$ cat config.mk
export PLATFORM = sky130hd
export DESIGN_NAME = inst_fetch_queue
export DESIGN_NICKNAME = d
export VERILOG_FILES = /design/src/rtl/inst_fetch_queue_pkg.sv /design/src/rtl/inst_fetch_queue_fifo.sv /design/src/rtl/inst_fetch_queue.sv
export SDC_FILE = /design/constraint.sdc
export NUM_CORES = 1
export LEC_CHECK = 0
export CAP_MARGIN = 25
export CELL_PAD_IN_SITES_DETAIL_PLACEMENT = 1
export CELL_PAD_IN_SITES_GLOBAL_PLACEMENT = 2
export CORE_MARGIN = 5
export CORE_UTILIZATION = 30
export DETAILED_ROUTE_END_ITERATION = 7
export GPL_ROUTABILITY_DRIVEN = 0
export PLACE_DENSITY_LB_ADDON = 0.3
export SLEW_MARGIN = 20
export SYNTH_ARGS = -nofsm -noshare
export SYNTH_HDL_FRONTEND = slang
export SYNTH_HIERARCHICAL = 1
export SYNTH_SLANG_ARGS = --single-unit
$ cat constraint.sdc
create_clock -name clk -period 12 [get_ports clk]
set_input_delay 1.8 -clock clk [delete_from_list [all_inputs] [get_ports clk]]
set_output_delay 1.8 -clock clk [all_outputs]
set_load 0.02 [all_outputs]
$ cat src/rtl/inst_fetch_queue_pkg.sv
// Shared fetch-path definitions used by the PC, fetch queue and decode stages.
// Widths and enable levels match the legacy defines used by pc_reg/id.
package inst_fetch_queue_pkg;

    localparam logic RST_ENABLE   = 1'b1;
    localparam logic CHIP_ENABLE  = 1'b1;
    localparam logic CHIP_DISABLE = 1'b0;

    localparam int unsigned INST_ADDR_BUS_W = 32;
    localparam int unsigned INST_BUS_W      = 32;
    localparam int unsigned INST_BYTES      = 4;

    localparam logic [INST_BUS_W-1:0] ZERO_WORD = '0;

    typedef logic [INST_ADDR_BUS_W-1:0] inst_addr_t;
    typedef logic [INST_BUS_W-1:0]      inst_t;

endpackage

$ cat src/rtl/inst_fetch_queue_fifo.sv
// Synchronous prefetch FIFO holding {pc, instruction} entries.
// Clear empties the queue in one edge; a push in the same cycle is dropped.
module fetch_fifo
    import inst_fetch_queue_pkg::*;
#(
    parameter int unsigned DEPTH = 4,
    parameter int unsigned WIDTH = 64
) (
    input  logic                     clk,
    input  logic                     rst,
    input  logic                     push_i,
    input  logic [WIDTH-1:0]         push_data_i,
    input  logic                     pop_i,
    input  logic                     clear_i,
    output logic [$clog2(DEPTH):0]   count_o,
    output logic [WIDTH-1:0]         head_o
);

    localparam int unsigned PTR_W = $clog2(DEPTH);
    localparam int unsigned CNT_W = PTR_W + 1;

    logic [WIDTH-1:0] mem_q [DEPTH];
    logic [PTR_W-1:0] wr_ptr_q, wr_ptr_d;
    logic [PTR_W-1:0] rd_ptr_q, rd_ptr_d;
    logic [CNT_W-1:0] count_q, count_d;
    logic             do_push, do_pop;

    always_comb begin
        do_pop   = pop_i && (count_q != '0);
        do_push  = push_i && ((count_q != CNT_W'(DEPTH)) || do_pop);
        wr_ptr_d = wr_ptr_q;
        rd_ptr_d = rd_ptr_q;
        count_d  = count_q;
        if (clear_i) begin
            wr_ptr_d = '0;
            rd_ptr_d = '0;
            count_d  = '0;
        end else begin
            if (do_push) wr_ptr_d = wr_ptr_q + PTR_W'(1);
            if (do_pop)  rd_ptr_d = rd_ptr_q + PTR_W'(1);
            case ({do_push, do_pop})
                2'b10:   count_d = count_q + CNT_W'(1);
                2'b01:   count_d = count_q - CNT_W'(1);
                default: count_d = count_q;
            endcase
        end
    end

    always_ff @(posedge clk) begin
        if (rst == RST_ENABLE) begin
            wr_ptr_q <= '0;
            rd_ptr_q <= '0;
            count_q  <= '0;
        end else begin
            wr_ptr_q <= wr_ptr_d;
            rd_ptr_q <= rd_ptr_d;
            count_q  <= count_d;
        end
    end

    always_ff @(posedge clk) begin
        if (do_push && !clear_i && (rst != RST_ENABLE)) mem_q[wr_ptr_q] <= push_data_i;
    end

    assign count_o = count_q;
    assign head_o  = mem_q[rd_ptr_q];

endmodule

$ cat src/rtl/inst_fetch_queue.sv
// Instruction fetch stage: owns the fetch PC, issues ROM reads against queue
// credit, buffers returned words with their PCs and presents them to ID.
module inst_fetch_queue
    import inst_fetch_queue_pkg::*;
#(
    parameter int unsigned       DEPTH    = 4,
    parameter int unsigned       ADDR_W   = INST_ADDR_BUS_W,
    parameter int unsigned       DATA_W   = INST_BUS_W,
    parameter logic [ADDR_W-1:0] RESET_PC = '0
) (
    input  logic              clk,
    input  logic              rst,
    input  logic [DATA_W-1:0] rom_data_i,
    output logic [ADDR_W-1:0] rom_addr_o,
    output logic              rom_ce_o,
    input  logic              stall_i,
    input  logic              flush_i,
    input  logic [ADDR_W-1:0] new_pc_i,
    output logic [ADDR_W-1:0] id_pc_o,
    output logic [DATA_W-1:0] id_inst_o,
    output logic              id_valid_o
);

    localparam int unsigned CNT_W = $clog2(DEPTH) + 1;

    logic [ADDR_W-1:0]        fetch_pc_q, fetch_pc_d;
    logic [ADDR_W-1:0]        req_pc_q, req_pc_d;
    logic                     inflight_q, inflight_d;
    logic [CNT_W-1:0]         count;
    logic [ADDR_W+DATA_W-1:0] head;
    logic [CNT_W:0]           credit_used;
    logic                     in_reset, issue, push, pop, head_valid;

    always_comb begin
        in_reset    = (rst == RST_ENABLE);
        // Credit counts the in-flight word so a full queue never sees a response.
        credit_used = {1'b0, count} + (CNT_W+1)'(inflight_q);
        issue       = !in_reset && !flush_i && (credit_used < (CNT_W+1)'(DEPTH));
        // A response landing during a flush belongs to the abandoned stream.
        push        = inflight_q && !flush_i && !in_reset;
        head_valid  = !in_reset && (count != '0);
        pop         = head_valid && !stall_i && !flush_i;

        fetch_pc_d  = fetch_pc_q;
        req_pc_d    = req_pc_q;
        inflight_d  = issue;
        if (flush_i) begin
            fetch_pc_d = new_pc_i & ~ADDR_W'(3);
        end else if (issue) begin
            fetch_pc_d = fetch_pc_q + ADDR_W'(INST_BYTES);
            req_pc_d   = fetch_pc_q;
        end

        rom_ce_o   = issue ? CHIP_ENABLE : CHIP_DISABLE;
        rom_addr_o = in_reset ? RESET_PC : fetch_pc_q;
        id_valid_o = head_valid;
        id_pc_o    = head_valid ? head[ADDR_W+DATA_W-1:DATA_W] : '0;
        id_inst_o  = head_valid ? head[DATA_W-1:0] : '0;
    end

    always_ff @(posedge clk) begin
        if (rst == RST_ENABLE) begin
            fetch_pc_q <= RESET_PC;
            req_pc_q   <= '0;
            inflight_q <= 1'b0;
        end else begin
            fetch_pc_q <= fetch_pc_d;
            req_pc_q   <= req_pc_d;
            inflight_q <= inflight_d;
        end
    end

    fetch_fifo #(
        .DEPTH (DEPTH),
        .WIDTH (ADDR_W + DATA_W)
    ) u_fifo (
        .clk         (clk),
        .rst         (rst),
        .push_i      (push),
        .push_data_i ({req_pc_q, rom_data_i}),
        .pop_i       (pop),
        .clear_i     (flush_i),
        .count_o     (count),
        .head_o      (head)
    );

endmodule

[Word level (Yosys, flattened, before mapping)]
Memories as Yosys holds them, arrays and structs flattened. A register that Yosys moved wholly into a read port is not among the register bits.
Cells that the tools add are included.
Storage, ports and cells
  output and inout bits: 98
  bits in writable memories: 256
  register bits after elaboration: 72
  bits of input ports: 68
  memories kept: 1
  word-level logic and storage cells: 51
Memories
  u_fifo.mem_q: depth 4, bits a word 64, rd ports 1, clocked after Yosys merged registers in 1, write ports 1, line inst_fetch_queue_fifo.sv:22  | logic [WIDTH-1:0] mem_q [DEPTH];
Operators by class
  bitwise logic cells: 2
  add/sub/neg operators: 6
  mux-type cells: 11
  equal/unequal tests: 3
  $lt $le $gt $ge: 1
  reduce and logical (&&, ||, !) cells: 20
Operator list (count)
  two-way mux 32 bit: 5
  adder 32 x 3 -> 32 bit, second input constant: 1
  logical AND 1 bit: 11
  one-hot mux 3 bit (2 select lines): 1
  adder 2 x 1 -> 2 bit, second input constant: 2
  adder 3 x 1 -> 4 bit: 1
  < comparator 4 x 3 -> 1 bit, second input constant: 1
  two-way mux 2 bit: 2
  nonzero test 2 bit: 2
  adder 3 x 1 -> 3 bit, second input constant: 1
  logical NOT 1 bit: 3
  two-way mux 1 bit: 3
  inequality test 3 bit, second input constant: 1
  nonzero test 3 bit: 1
  subtractor 3 x 1 -> 3 bit, second input constant: 1
  == test 2 x 1 -> 1 bit, second input constant: 1
  == test 2 bit, second input constant: 1
  inverter 1 bit: 2
  AND reduction 2 bit: 1
  OR reduction 2 bit: 1
  logical OR 1 bit: 1

[Logic depth before layout (Yosys ltp)]
  depth in word-level cells: 11
  depth in mapped cells: 9
  gate-level depth less buffers: 8

[Cells and area by module]
Netlist, hierarchy kept.
By module, submodules not included
  fetch_fifo: seq. area each 7867.5 um^2, area an instance 9753.1 um^2, cells each 390, times used 1
  inst_fetch_queue: seq. area each 1221.2 um^2, area an instance 3409.5 um^2, cells each 447, times used 1

[Least setup slack after synthesis]
OpenSTA, ideal clock, no wires.
  path type: input port to flip-flop
  start point: in flush_i
  end point: mem u_fifo.mem_q[0][0], enable pin
  setup slack: 6.696 ns
  stages on the path: 6
  data arrival time: 4.875 ns
  path buffers: 2
  required time: 11.571 ns
  path through: clkbuf_1 -> clkbuf_1 -> nor4_1 -> nor4b_2 -> nor3b_1 -> and2_1
Between the ends
  longest elaborated chain between the ends: 9
RTL lines
  from (decl): line inst_fetch_queue.sv:17  | input logic flush_i,
  logical NOT 1 bit: line inst_fetch_queue.sv:42  | pop = head_valid && !stall_i && !flush_i;
  logical AND 1 bit: line inst_fetch_queue.sv:42
  net pop: line inst_fetch_queue.sv:32  | logic in_reset, issue, push, pop, head_valid;
  logical AND 1 bit: line inst_fetch_queue_fifo.sv:29  | do_pop = pop_i && (count_q != '0);
  logical OR 1 bit: line inst_fetch_queue_fifo.sv:30  | do_push = push_i && ((count_q != CNT_W'(DEPTH)) || do_pop);
  logical AND 1 bit: line inst_fetch_queue_fifo.sv:30
  logical AND 1 bit (2 in a row): line inst_fetch_queue_fifo.sv:62  | if (do_push && !clear_i && (rst != RST_ENABLE)) mem_q[wr_ptr_q] <= push_data_i;
  two-way mux 1 bit: line inst_fetch_queue_fifo.sv:62
  two-way mux 1 bit (implied by the code): line inst_fetch_queue_fifo.sv:62
  to (decl): line inst_fetch_queue_fifo.sv:22
The timed path passes the listed nets, and every way through them passes these cells.

[Worst setup path after layout]
  start point: in rst
  end point: out rom_ce_o
Between the ends
  longest elaborated chain between the ends: 4
RTL lines
  from (decl): line inst_fetch_queue.sv:12  | input logic rst,
  logical NOT 1 bit: line inst_fetch_queue.sv:38  | issue = !in_reset && !flush_i && (credit_used < (CNT_W+1)'(DEPTH));
  logical AND 1 bit (2 in a row): line inst_fetch_queue.sv:38
  two-way mux 1 bit: line inst_fetch_queue.sv:54  | rom_ce_o = issue ? CHIP_ENABLE : CHIP_DISABLE;
  to (decl): line inst_fetch_queue.sv:15  | output logic rom_ce_o,
No other way between the ends.

==> run_results.csv <==
group,metric,value,unit
outcome,outcome,"finished, final reports clean",
clock_network,ctsLongestPathBuffers,3,
die,row_count,76,
power,p_total,2.51,mW
cells_and_area,instances_no_fill,1624,
sta,finalHoldViolCount,0,
setup_path,end_kind,"primary output",
die,die_w,219,um
die,die_area,0.0482,sq mm
logic_synthesis,ys_seq_area_frac,0.690,
detailed_routing,post_drt_via_cell_ratio,4.57,
detailed_routing,drt-total-wl,30700,um
clock_network,path_clk_slew,0.06,ns
logic_synthesis,avgSynthCellArea,15.7,sq um
global_routing,grt_usage,0.129,
cells_and_area,final_core_util,0.388,
die,fp.dieH,219,um
global_routing,grt_pass1_vias,8133,
run,drv_cap,0,
logic_synthesis,synthDistinctLibCells,56,
clock_network,post_cts_buffers,0,
placement,port_buffers,161,
placement,preCtsSetupSlack,5.86,ns
clock_network,htree_levels,2,
setup_path,max_stage_delay,0.75,ns
setup_path,critical_path_class,"input pin to primary output",
power,cellPowerDensity,149,mW/mm^2
cells_and_area,drive_gt1_frac,0.156,
die,core,0.0433,sq mm
logic_synthesis,synth-warning-count,6,
sta,timing.slew.headroom,0.385,
detailed_routing,ant_nets,0,
setup_path,path_cells,"buf_2, buf_4, or4_1, inv_2, clkdlybuf4s50_1",
logic_synthesis,synth_ff_type,"edfxtp_1",
detailed_routing,firstDrtPassIters,4,
clock_network,clock-sinks,326,
setup_path,required,10.20,ns
global_routing,grt_antenna_before_repair,0,
cells_and_area,antenna_cells,0,
worst_hold_path,hold_path_class,"register to register",
die,io_pins,166,
clock_network,cts_buffers,38,
sta,rsz0062_at_grt,"false",
sta,finalWorstSetupSlack,5.92,ns
sta,finalCritPeriodShare,0.507,
global_routing,grt_pass1_wl,48000,um
clock_network,tritoncts,"done",
global_routing,grt_max_degree,80,
logic_synthesis,syn_area,0.0132,sq mm
placement,dp_hpwl,19200,um
setup_path,worst_path_max_delay_cell,"clkdlybuf4s50_1",
sta,fin_hold_ws,0.495,ns
logic_synthesis,synth-seq-cells,326,
sta,final.setup_skew,0.00858,ns
logic_synthesis,ys_async_sr_fraction,0,
cells_and_area,nFillCells,4390,
setup_path,arrival,4.28,ns
detailed_routing,post-route-drc-count,0,
sta,post-route-min-period,6.08,ns
placement,place_inst,1552,
sta,setup_violations,0,
cells_and_area,final_nets,1083,
logic_synthesis,synth_edf_count,256,
sta,tightest_slew,0.922,ns
setup_path,cp_max_fo,79,
detailed_routing,drt_iter0_markers,358,
sta,fmax,164,MHz
die,start_util,0.304,
placement,place_area,0.0154,sq mm
logic_synthesis,syn_inst,837,
clock_network,cts-root-buf,"clkbuf_16",
clock_network,clk_latency,0.53,ns
global_routing,overflow,0,
detailed_routing,wire_per_inst,18.9,um
clock_network,cts_resized,0,
sta,slew_violations,0,
cells_and_area,area_growth,27.5,%
detailed_routing,vias,7427,
setup_path,cp-start-kind,"input pin",
power,vdd.ir_drop.worst,0.0845,mV
clock_network,ctsHoldBuffers,0,
cells_and_area,fin_area,0.0168,sq mm
sta,tns,0,ns
power,p_leak,5.53,nW
layout by cell type (no fill, tap or decap), types with 6 or more instances in the layout:
cell | Yosys | final
inv_1 | 10 | 10
nand3_1 | 12 | 12
nand2_1 | 79 | 79
clkdlybuf4s50_1 | 0 | 160
dfxtp_1 | 70 | 68
clkbuf_16 | 0 | 41
nor2_1 | 33 | 32
mux2i_1 | 6 | 6
nand4_1 | 10 | 10
a211oi_1 | 13 | 13
mux4_2 | 64 | 64
a21oi_1 | 41 | 41
and3_1 | 6 | 6
and2_1 | 70 | 66
buf_4 | 8 | 6
xnor2_1 | 6 | 6
clkinv_2 | 0 | 9
xor2_1 | 24 | 24
nor2b_1 | 29 | 29
conb_1 | 1 | 10
edfxtp_1 | 256 | 256
layout make-up:
type                    count  area [sq um]  area share
clock buffers              47          1060      0.0631
repair buffers            173          1760       0.105
flip-flops and latches    326          9100       0.542
well taps                 585           732      0.0436
inverters                  11          41.3     0.00246
multi-input cells         459          3850       0.229
clock inverters            23           248      0.0148
cell usage after synthesis, types with 2 or more instances:
cell / number / area (sq um)
mux2i_1: 6 / 60.1
clkbuf_1: 32 / 120
a21oi_1: 41 / 205
a31o_2: 2 / 17.5
a211oi_1: 13 / 97.6
buf_6: 2 / 22.5
nor3_1: 4 / 20.0
and4_1: 2 / 17.5
mux4_2: 64 / 1440
dfxtp_1: 70 / 1400
nand4_1: 10 / 62.6
nand2_1: 79 / 297
and2_1: 70 / 438
nor3b_1: 2 / 15.0
xnor2_1: 6 / 52.6
buf_4: 8 / 60.1
o22ai_1: 4 / 25.0
a31oi_1: 4 / 25.0
ha_1: 5 / 62.6
nor4b_2: 2 / 30.0
inv_1: 10 / 37.5
buf_2: 6 / 30.0
nor2_1: 33 / 124
a311oi_1: 2 / 17.5
nand3_1: 12 / 60.1
xor2_1: 24 / 210
nor4_1: 4 / 25.0
and3_1: 6 / 37.5
a41oi_1: 2 / 17.5
nor2b_1: 29 / 181
edfxtp_1: 256 / 7690
buf_1: 2 / 7.51
nor3_4: 2 / 32.5
state kept, by name, summed over array words and instances (netlist names), named ones only:
signal           flops
u_fifo/rd_ptr_q      2
u_fifo/count_o       3
u_fifo/wr_ptr_q      2
fetch_pc_q          30
inflight_q           1
u_fifo/mem_q       256
req_pc_q            30
worst paths after layout:
kind | from | endpoint | slack, ns | depth (start not counted)
worst max-delay path | rst | rom_ce_o | 5.92 | 5
worst min-delay path | req_pc_q[17] | req_pc_q[17] | 0.49 | 2
worst max register to register | u_fifo/count_o[0] | u_fifo/mem_q[3][10] | 8.73 | 7
worst min register to register | req_pc_q[17] | req_pc_q[17] | 0.49 | 2
critical path, delay by kind of cell:
kind / cells / cell delay (ns)
buf+inv: 4 / 1.81
simple gates: 1 / 0.63
power by group:
group / switching (mW) / total [mW] / internal (mW)
Sequential: 0.0166 / 1.24 / 1.22
Combinational: 0.0407 / 0.0816 / 0.0409
Clock: 0.450 / 1.19 / 0.736
layer usage:
layer | share of wire | up-vias | track usage
met5 | 0 | - | 0
met4 | 0.020 | 0 | 0.0389
met3 | 0.061 | 42 | 0.0310
met2 | 0.46 | 171 | 0.205
met1 | 0.46 | 3708 | 0.176
li1 | - | 3506 | -
logic make-up after synthesis:
kind of cell / share of synthesized area
DFF: 0.690
and+or+nand+nor: 0.113
AOI/OAI and AO/OA: 0.0344
muxes: 0.114
buffers and inverters: 0.0214
xor gates and xnor gates: 0.0200
adders and majority gates: 0.00627
other: 0.000285
Power figures use the tool's default switching activity.
